$ cat src/rtl/mem_access_pkg.sv
// Shared definitions for the memory-access stage: bus widths, the decoded
// instruction-type codes, stall constants, the stage FSM encoding and small
// helpers for transfer sizing and alignment.
package mem_access_pkg;

  localparam int REG_W       = 32;
  localparam int REG_ADDR_W  = 5;
  localparam int INST_TYPE_W = 5;

  typedef logic [REG_W-1:0]       reg_bus_t;
  typedef logic [REG_ADDR_W-1:0]  reg_addr_bus_t;
  typedef logic [INST_TYPE_W-1:0] inst_type_bus_t;

  localparam reg_bus_t ZERO_WORD = '0;
  localparam logic     STOP      = 1'b1;
  localparam logic     NOT_STOP  = 1'b0;

  // Decoded instruction types seen by this stage
  localparam inst_type_bus_t INST_NOP = 5'd0;
  localparam inst_type_bus_t INST_ADD = 5'd1;
  localparam inst_type_bus_t INST_LB  = 5'd2;
  localparam inst_type_bus_t INST_LH  = 5'd3;
  localparam inst_type_bus_t INST_LW  = 5'd4;
  localparam inst_type_bus_t INST_LBU = 5'd5;
  localparam inst_type_bus_t INST_LHU = 5'd6;
  localparam inst_type_bus_t INST_SB  = 5'd7;
  localparam inst_type_bus_t INST_SH  = 5'd8;
  localparam inst_type_bus_t INST_SW  = 5'd9;

  typedef enum logic [1:0] {
    ST_IDLE   = 2'd0,
    ST_ACCESS = 2'd1,
    ST_DONE   = 2'd2
  } mem_state_e;

  // Number of byte transfers an access needs; anything not byte/half is a word
  function automatic logic [2:0] access_bytes(input inst_type_bus_t t);
    case (t)
      INST_LB, INST_LBU, INST_SB: access_bytes = 3'd1;
      INST_LH, INST_LHU, INST_SH: access_bytes = 3'd2;
      default:                    access_bytes = 3'd4;
    endcase
  endfunction

  // Halfwords need an even address, words a 4-byte aligned one
  function automatic logic is_misaligned(input inst_type_bus_t t, input logic [1:0] a);
    case (t)
      INST_LH, INST_LHU, INST_SH: is_misaligned = a[0];
      INST_LW, INST_SW:           is_misaligned = (a != 2'b00);
      default:                    is_misaligned = 1'b0;
    endcase
  endfunction

endpackage

$ cat src/rtl/mem_load_ext.sv
// Assembles the little-endian load bytes into a register value and applies
// sign or zero extension according to the load type.
module mem_load_ext
  import mem_access_pkg::*;
(
  input  logic [7:0]     byte0_i,
  input  logic [7:0]     byte1_i,
  input  logic [7:0]     byte2_i,
  input  logic [7:0]     byte3_i,
  input  inst_type_bus_t inst_type_i,
  output reg_bus_t       load_val_o
);

  // Select width and extension from the load type
  always_comb begin
    load_val_o = ZERO_WORD;
    case (inst_type_i)
      INST_LB:  load_val_o = {{24{byte0_i[7]}}, byte0_i};
      INST_LBU: load_val_o = {24'd0, byte0_i};
      INST_LH:  load_val_o = {{16{byte1_i[7]}}, byte1_i, byte0_i};
      INST_LHU: load_val_o = {16'd0, byte1_i, byte0_i};
      default:  load_val_o = {byte3_i, byte2_i, byte1_i, byte0_i};
    endcase
  end

endmodule

$ cat src/rtl/mem_access.sv
// Memory-access pipeline stage. Loads and stores are carried out one byte at
// a time over a request/ack handshake with the memory controller while the
// pipeline is stalled; other instructions pass straight through.
// Optional feature: define MEM_MISALIGN_CHECK_EN to reject misaligned
// halfword/word accesses instead of transferring them byte-serially.
module mem_access
  import mem_access_pkg::*;
(
  input  logic           clk_in,
  input  logic           rst_in,
  input  logic           rd_in,
  input  reg_bus_t       rd_val_in,
  input  reg_addr_bus_t  rd_addr_in,
  input  inst_type_bus_t inst_type_in,
  input  logic           load_in,
  input  logic           store_in,
  input  logic [31:0]    mem_addr_in,
  input  logic [31:0]    mem_val_in,
  input  logic [7:0]     mem_rdata_in,
  input  logic           mem_ack_in,
  output logic           rd_out,
  output reg_bus_t       rd_val_out,
  output reg_addr_bus_t  rd_addr_out,
  output logic           mem_req_out,
  output logic           mem_we_out,
  output logic [31:0]    mem_addr_out,
  output logic [7:0]     mem_wdata_out,
  output logic           stallreq_from_mem,
  output logic           misalign_out
);

  mem_state_e     state_q, state_d;
  logic [2:0]     cnt_q, cnt_d;
  logic [2:0]     nbytes_q, nbytes_d;
  logic [31:0]    base_q, base_d;
  logic [31:0]    wdata_q, wdata_d;
  inst_type_bus_t type_q, type_d;
  logic           rd_q, rd_d;
  reg_addr_bus_t  rd_addr_q, rd_addr_d;
  logic           store_q, store_d;
  logic [3:0][7:0] lane_q, lane_d;
  logic           misalign_q, misalign_d;

  logic           start;
  logic           misalign_now;
  reg_bus_t       load_val;

  // Exactly one of load/store starts an access; both high counts as none
  assign start = load_in ^ store_in;

`ifdef MEM_MISALIGN_CHECK_EN
  assign misalign_now = is_misaligned(inst_type_in, mem_addr_in[1:0]);
`else
  assign misalign_now = 1'b0;
`endif

  mem_load_ext u_load_ext (
    .byte0_i     (lane_q[0]),
    .byte1_i     (lane_q[1]),
    .byte2_i     (lane_q[2]),
    .byte3_i     (lane_q[3]),
    .inst_type_i (type_q),
    .load_val_o  (load_val)
  );

  // State register
  always_ff @(posedge clk_in or negedge rst_in) begin
    if (!rst_in) begin
      state_q <= ST_IDLE;
    end else begin
      state_q <= state_d;
    end
  end

  // Next-state: IDLE -> ACCESS (or DONE when rejected) -> DONE on the last ack -> IDLE
  always_comb begin
    state_d = state_q;
    case (state_q)
      ST_IDLE: begin
        if (start) begin
          state_d = misalign_now ? ST_DONE : ST_ACCESS;
        end
      end
      ST_ACCESS: begin
        if (mem_ack_in && ((cnt_q + 3'd1) == nbytes_q)) begin
          state_d = ST_DONE;
        end
      end
      ST_DONE:  state_d = ST_IDLE;
      default:  state_d = ST_IDLE;
    endcase
  end

  // Transfer context: latched at start, byte lanes filled on each ack
  always_comb begin
    cnt_d      = cnt_q;
    nbytes_d   = nbytes_q;
    base_d     = base_q;
    wdata_d    = wdata_q;
    type_d     = type_q;
    rd_d       = rd_q;
    rd_addr_d  = rd_addr_q;
    store_d    = store_q;
    lane_d     = lane_q;
    misalign_d = misalign_q;
    case (state_q)
      ST_IDLE: begin
        if (start) begin
          cnt_d      = 3'd0;
          nbytes_d   = access_bytes(inst_type_in);
          base_d     = mem_addr_in;
          wdata_d    = mem_val_in;
          type_d     = inst_type_in;
          rd_d       = rd_in;
          rd_addr_d  = rd_addr_in;
          store_d    = store_in;
          lane_d     = '0;
          misalign_d = misalign_now;
        end
      end
      ST_ACCESS: begin
        if (mem_ack_in) begin
          lane_d[cnt_q[1:0]] = mem_rdata_in;
          cnt_d              = cnt_q + 3'd1;
        end
      end
      ST_DONE:  misalign_d = 1'b0;
      default: ;
    endcase
  end

  // Context registers
  always_ff @(posedge clk_in or negedge rst_in) begin
    if (!rst_in) begin
      cnt_q      <= 3'd0;
      nbytes_q   <= 3'd0;
      base_q     <= 32'd0;
      wdata_q    <= 32'd0;
      type_q     <= INST_NOP;
      rd_q       <= 1'b0;
      rd_addr_q  <= '0;
      store_q    <= 1'b0;
      lane_q     <= '0;
      misalign_q <= 1'b0;
    end else begin
      cnt_q      <= cnt_d;
      nbytes_q   <= nbytes_d;
      base_q     <= base_d;
      wdata_q    <= wdata_d;
      type_q     <= type_d;
      rd_q       <= rd_d;
      rd_addr_q  <= rd_addr_d;
      store_q    <= store_d;
      lane_q     <= lane_d;
      misalign_q <= misalign_d;
    end
  end

  // Outputs; reset forces everything low so an aborted transfer drops its request at once
  always_comb begin
    rd_out            = 1'b0;
    rd_val_out        = ZERO_WORD;
    rd_addr_out       = '0;
    mem_req_out       = 1'b0;
    mem_we_out        = 1'b0;
    mem_addr_out      = 32'd0;
    mem_wdata_out     = 8'd0;
    stallreq_from_mem = NOT_STOP;
    misalign_out      = 1'b0;
    if (rst_in) begin
      case (state_q)
        ST_IDLE: begin
          if (start) begin
            stallreq_from_mem = STOP;
          end else begin
            rd_out      = rd_in;
            rd_val_out  = rd_val_in;
            rd_addr_out = rd_addr_in;
          end
        end
        ST_ACCESS: begin
          mem_req_out       = 1'b1;
          mem_we_out        = store_q;
          mem_addr_out      = base_q + {29'd0, cnt_q};
          mem_wdata_out     = wdata_q[{cnt_q[1:0], 3'b000} +: 8];
          stallreq_from_mem = STOP;
        end
        ST_DONE: begin
          rd_out      = rd_q & ~store_q & ~misalign_q;
          rd_val_out  = (store_q | misalign_q) ? ZERO_WORD : load_val;
          rd_addr_out = rd_addr_q;
`ifdef MEM_MISALIGN_CHECK_EN
          misalign_out = misalign_q;
`endif
        end
        default: ;
      endcase
    end
  end

endmodule

$ cat config.mk
export PLATFORM = sky130hd
export DESIGN_NAME = mem_access
export DESIGN_NICKNAME = d
export VERILOG_FILES = /design/src/rtl/mem_access_pkg.sv /design/src/rtl/mem_load_ext.sv /design/src/rtl/mem_access.sv
export SDC_FILE = /design/constraint.sdc
export NUM_CORES = 1
export LEC_CHECK = 0
export CORE_AREA = 10 10 125 155
export CTS_CLUSTER_DIAMETER = 200
export DETAILED_ROUTE_END_ITERATION = 10
export DIE_AREA = 0 0 135 165
export PLACE_DENSITY = 0.68
export SYNTH_ARGS = -nofsm -noshare
export SYNTH_HDL_FRONTEND = slang
export SYNTH_SLANG_ARGS = --single-unit
$ cat constraint.sdc
create_clock -name clk_in -period 3.9 [get_ports clk_in]
set_clock_uncertainty 0.1 [all_clocks]
set_input_delay 0.78 -clock clk_in [delete_from_list [all_inputs] [get_ports clk_in]]
set_output_delay 0.78 -clock clk_in [all_outputs]
set_load 0.02 [all_outputs]
Word level (Yosys, flattened, before mapping)
Cells that the tools add are included.
{"block": "totals", "in_bits": 120, "regBits": 117, "wordCells": 89, "output_inout_bits": 82}
{"block": "classes", "reduce_logical": 11, "shift": 1, "mux": 37, "order_cmp": 2, "n_eq_ne": 16, "bitwise_logic": 6, "n_addsub": 2}
{"op": "32-bit 2-to-1 mux", "n": 7}
{"op": "32-bit one-hot mux with 2 select lines", "n": 2}
{"op": "32-bit one-hot mux with 4 select lines", "n": 1}
{"op": "32-bit by 3-bit adder with 32-bit output", "n": 1}
{"op": "32-bit bitwise mux", "n": 1}
{"op": "32-bit by 6-bit variable part select with 8-bit output", "n": 1}
{"op": "5-bit by 3-bit == test with 1-bit output, second input constant", "n": 5}
{"op": "8-bit 2-to-1 mux", "n": 3}
{"op": "5-bit by 2-bit == test with 1-bit output, second input constant", "n": 4}
{"op": "8-bit demux with 2-bit select", "n": 1}
{"op": "3-bit one-hot mux with 2 select lines", "n": 2}
{"op": "5-bit 2-to-1 mux", "n": 2}
{"op": "5-bit one-hot mux with 2 select lines", "n": 1}
{"op": "1-bit 2-to-1 mux", "n": 9}
{"op": "3-bit 2-to-1 mux", "n": 2}
{"op": "2-bit != test, second input constant", "n": 3}
{"op": "1-bit one-hot mux with 2 select lines", "n": 3}
{"op": "2-bit AND reduction", "n": 3}
{"op": "3-bit OR reduction", "n": 2}
{"op": "5-bit by 4-bit == test with 1-bit output, second input constant", "n": 1}
{"op": "2-bit 2-to-1 mux", "n": 2}
{"op": "2-bit one-hot mux with 2 select lines", "n": 1}
{"op": "2-bit nonzero test", "n": 2}
{"op": "3-bit by 1-bit adder with 3-bit output, second input constant", "n": 1}
{"op": "12 further kinds", "n": 15}

Logic depth before layout (Yosys ltp)
{"block": "depth", "depth_word": 7, "mapped_depth": 7, "ltp_nobuf": 6}

Hierarchy
Synthesis repeated with hierarchy kept, for this count alone.
{"block": "hier_totals", "hier_cells": 635, "hier_area_um2": 6650.1}
{"mod": "mem_access", "cells_each": 557, "seq_area_each_um2": 2902.8, "area_per_inst_um2": 6099.6, "n_inst": 1}
{"mod": "mem_load_ext", "cells_each": 78, "seq_area_each_um2": 0.0, "area_per_inst_um2": 550.5, "n_inst": 1}

Worst setup path before layout
No wires, ideal clock.
{"block": "synth_timing", "path_type": "register to output", "from": "register cnt_q[2]", "to": "output port mem_addr_out[25]", "path_stages_with_launch": 6, "n_path_buf": 0, "path_slack_ns": 0.929, "t_arrival_ns": 2.091, "t_required_ns": 3.020, "path_cell_list": "dfrtp_1 ha_1 nand3_2 a211o_1 or4_1 a21oi_1"}
{"block": "synth_between", "elab_chain_len": 3}
{"item": "start, declared", "line_no": "mem_access.sv:33", "text": "logic [2:0] cnt_q, cnt_d;"}
{"item": "start signal, assigned", "line_no": "mem_access.sv:146", "text": "cnt_q <= cnt_d;"}
{"item": "32-bit by 3-bit adder with 32-bit output", "line_no": "mem_access.sv:184", "text": "mem_addr_out = base_q + {29'd0, cnt_q};"}
{"item": "32-bit 2-to-1 mux", "line_no": "mem_access.sv:171", "text": "case (state_q)"}
{"item": "32-bit 2-to-1 mux", "line_no": "mem_access.sv:170", "text": "if (rst_in) begin"}
{"item": "end, declared", "line_no": "mem_access.sv:26", "text": "output logic [31:0] mem_addr_out,"}
No other way between the ends.

Worst setup path in the final report
{"block": "layout_timing", "from": "register cnt_q[1]", "to": "output port mem_addr_out[26]"}
Same word-level chain as after synthesis.

==> impl_summary.txt <==
----------------------------------------------------
[Setup path]
  Buffers plus inverters on the worst setup path ... 2
  Source of the critical timing path ... cnt_q[1]
  Critical R2R Launch ... state_q[0]
  Category of cells accounting for the largest share of critical-path delay ... buffers and inverters
  Critical path class ... reg2out
  Largest stage delay on the critical path ... 0.62 ns
  Max FO, Critical Path ... 13
  Worst setup slack for register-to-register paths ... 1.66 ns
  Worst r2r dst ... lane_q[17]
  Critical Path Slowest Stage Cell ... sky130_fd_sc_hd__clkdlybuf4s50_1
  Critical path arrival ... 2.92 ns
  Endpoint type of the worst setup path ... primary output
  Startpoint Class ... register
  Data required time at the worst endpoint ... 3.02 ns
  Number of cells on the worst reg-to-reg path ... 5
  Cell-by-cell trace of the critical path ... buf_4 > fa_1 > a21o_2 > nor4b_4 > a31oi_1 > a41o_1 > clkdlybuf4s50_1

[Cells and area]
  Most frequent cells in the layout ... sky130_fd_sc_hd__clkdlybuf4s50_1 (179), sky130_fd_sc_hd__dfrtp_1 (116), sky130_fd_sc_hd__mux2_2 (75)
  Inserted Diodes ... 0
  Growth of design area from synthesis to finish ... 44.4%
  Most common library cell in the layout ignoring fill and taps ... sky130_fd_sc_hd__clkdlybuf4s50_1
  Total number of nets in the final design ... 935
  Count of filler cells inserted in the layout ... 1,376
  Fraction of layout cells with a size suffix above 1 ... 17.6%

[STA]
  Transition time at the pin with the least slew margin ... 0.672 ns
  Worst relative slew slack ... 54.9%
  Max Fclk ... 0.263 GHz
  Final min period ... 3.80 ns
  Setup Total Neg Slack ... 0 ns
  Unrepaired setup endpoints after global routing ... no
  Number of pins exceeding their max-slew limit in the final report ... 0
  Number of failing hold endpoints at the final stage ... 0
  Share of the clock period used by the worst path ... 97.5%
  Final worst slack ... between 0.09 and 0.1 ns
  Number of endpoints failing setup at the final stage ... 0

[Clock network]
  Hold bufs inserted after CTS ... 0
  Worst skew pair latency ... 0.41 ns
  Maximum clock insertion buffer count ... 2
  Total clock buffers created by CTS ... 17
  Clock slew at the register clock pins of the worst setup and hold paths ... around 0.050 ns
  Root buffer selected by CTS ... sky130_fd_sc_hd__clkbuf_16
  Sink Count ... approximately 120
  Number of H-tree branching levels ... 4
  CTS tree ... yes

[Hold path]
  Worst min-delay path category ... in2async

[Global routing]
  Largest net degree at the start of global routing ... 44
  Via count of the first global-routing pass ... 5,957
  Total routing resource utilization after global routing ... 18.4%
  Final global-route overflow total ... 0
  First-pass GRT wire length ... 32,500 µm
  Initial antenna violation count ... 0

[Drt]
  Routed WL per cell ... 20.2 µm
  DRC marker count from the first detailed-route iteration ... roughly 420
  DRC violations left ... 0
  Antenna-violating nets left ... 0
  Routed via count divided by cell count ... between 5 and 6
  Via count ... 5,790
  Wire length after detailed routing ... 20,900 µm
  Number of iterations in the first detailed-routing pass ... 6

[Yosys]
  Cell Area, Synth ... 6390 µm²
  Number of distinct standard cells referenced by the synthesized netlist ... 57
  Yosys warns ... 0
  Synth Net Count ... around 730
  Total of flip-flops plus latches after synthesis ... 116
  Async SR Flop Fraction ... 100%
  Seq/Total Area, Yosys ... 45.4%
  Number of enable flip-flop cells after synthesis ... 0
  Synthesized instance count ... 605
  Primary flip-flop cell chosen by synthesis mapping ... sky130_fd_sc_hd__dfrtp_1
  Average cell area after synthesis ... around 11 µm²

[Floorplan]
  Initial cell density of the core ... 39.4%
  Die Area ... 22,300 µm²
  Vertical extent of the die ... 165 µm
  Width of the chip ... 135 µm
  Core area ... between 15,000 and 20,000 µm²
  Count of boundary I/O pins ... between 200 and 250
  Row Count ... 52

[Status]
  Result of the run ... complete, no violations

[Power and ir drop]
  LEAKAGE ... ~0.0038 µW
  Power density over the cells ... 718 nW/µm²
  Max rail drop VDD ... 376 µV

[Placed design]
  Final HPWL from detailed placement ... 15,800 µm
  Number of buffers inserted by port buffering ... 200
  Final estimated routing congestion in global placement ... slightly below 0.9
  Setup Slack @ Placement ... ~0.19 ns

[Run]
  Max-cap viol count ... 0

----------------------------------------------------
-- worst max-delay path by stage --
stage | endpoint | depth (start not counted) | slack, ns
floorplan | mem_addr_out[25] | 5 | 0.93
detailed placement | rd_val_out[20] | 8 | 0.19
global placement | rd_val_out[14] | 8 | 0.25
finish | mem_addr_out[26] | 7 | 0.1
CTS | mem_addr_out[22] | 7 | 0.0002
global route | mem_addr_out[11] | 6 | 0.003
-- routing by layer --
layer / vias up / routed length, µm / global-route usage, %
met5: - / 0 / 0
met4: 0 / 362 / 6.32
met3: 25 / 1480 / 5.59
met2: 215 / 11000 / 32.1
met1: 2884 / 8060 / 20.9
li1: 2666 / - / -
-- layout make-up --
| class | count | area, µm² | area share (%) |
|---|---|---|---|
| multi-input cells | 446 | 3330 | 36.1 |
| well taps | 216 | 270 | 2.93 |
| clock buffers | 27 | 503 | 5.45 |
| flip-flops and latches | 116 | 2900 | 31.5 |
| clock inverters | 4 | 22.5 | 0.244 |
| inverters | 6 | 22.5 | 0.244 |
| repair buffers | 220 | 2170 | 23.6 |
-- state kept, by name, summed over array words and instances (netlist names) --
name	count
base_q	32
cnt_q	3
lane_q	32
nbytes_q	3
rd_addr_q	5
rd_q	1
state_q	2
store_q	1
type_q	5
wdata_q	32
-- cell usage after synthesis (2+ instances only) --
library cell                 n  area share, %
sky130_fd_sc_hd__dfrtp_1   116             45
sky130_fd_sc_hd__or3_1       7           0.69
sky130_fd_sc_hd__inv_1       6           0.35
sky130_fd_sc_hd__mux2i_1     3           0.47
sky130_fd_sc_hd__buf_4       3           0.35
sky130_fd_sc_hd__nand2b_1    5           0.49
sky130_fd_sc_hd__buf_1       2           0.12
sky130_fd_sc_hd__ha_1        7            1.4
sky130_fd_sc_hd__and2_1      3           0.29
sky130_fd_sc_hd__nor2_1     49            2.9
sky130_fd_sc_hd__nand3_1    13            1.0
sky130_fd_sc_hd__nor3_1      3           0.23
sky130_fd_sc_hd__o31ai_1    11            1.3
sky130_fd_sc_hd__nand2_1    54            3.2
sky130_fd_sc_hd__buf_2      16            1.3
sky130_fd_sc_hd__or4_1      10            1.2
sky130_fd_sc_hd__a32o_1     32            5.0
sky130_fd_sc_hd__o21ai_1    15            1.2
sky130_fd_sc_hd__and3_1     13            1.3
sky130_fd_sc_hd__a21oi_1    31            2.4
sky130_fd_sc_hd__and4_1      4           0.55
sky130_fd_sc_hd__a21o_1      3           0.35
sky130_fd_sc_hd__mux2_2     75             13
sky130_fd_sc_hd__a22oi_1    14            1.6
sky130_fd_sc_hd__o21ai_0    26            2.0
sky130_fd_sc_hd__xnor2_1     6           0.82
sky130_fd_sc_hd__clkbuf_1   16           0.94
sky130_fd_sc_hd__nor2b_1     9           0.88
sky130_fd_sc_hd__xor2_1      9            1.2
sky130_fd_sc_hd__nand4_1    10           0.98
sky130_fd_sc_hd__mux4_2      8            2.8
-- cell families (layout without fill, tap and decap cells) --
kind of cell / after synthesis / count (layout) / synth area share, %
DFF: 116 / 116 / 45.4
other: 1 / 1 / 0.0587
buffers and inverters: 43 / 257 / 3.02
adders and majority gates: 8 / 8 / 1.68
and+or+nand+nor: 191 / 191 / 15.6
AOI/OAI and AO/OA: 145 / 145 / 15.7
xor gates and xnor gates: 15 / 15 / 2.06
muxes: 86 / 86 / 16.5
-- through the flow --
step / util [%] / hold WS, ns / instance area [µm²] / cells / power, µW
6_report: 57.0 / 0.126 / 9230 / 1035 / 6620
5_1_grt: 57.0 / 0.122 / 9230 / 1035 / 7060
4_1_cts: 56.8 / 0.116 / 9190 / 1034 / 6680
3_5_place_dp: 53.5 / 0.385 / 8660 / 1002 / 5280
3_3_place_gp: 53.5 / 0.377 / 8660 / 1002 / 5160
2_1_floorplan: - / 0.363 / 6390 / 605 / 4140
-- timing repair --
item | in CTS | in global routing
endpoints found under the hold margin | 0 | 0
pin swaps | 1 | 1
gates resized for setup | 15 | 8
setup endpoints to repair | 18 | 7
setup buffers | 1 | 1
-- report_power, final --
group	switching (µW)	total (µW)	internal [µW]
Sequential	480	2260	1780
Clock	513	1380	871
Combinational	1520	2980	1470
(Power assumes the default switching activity.)
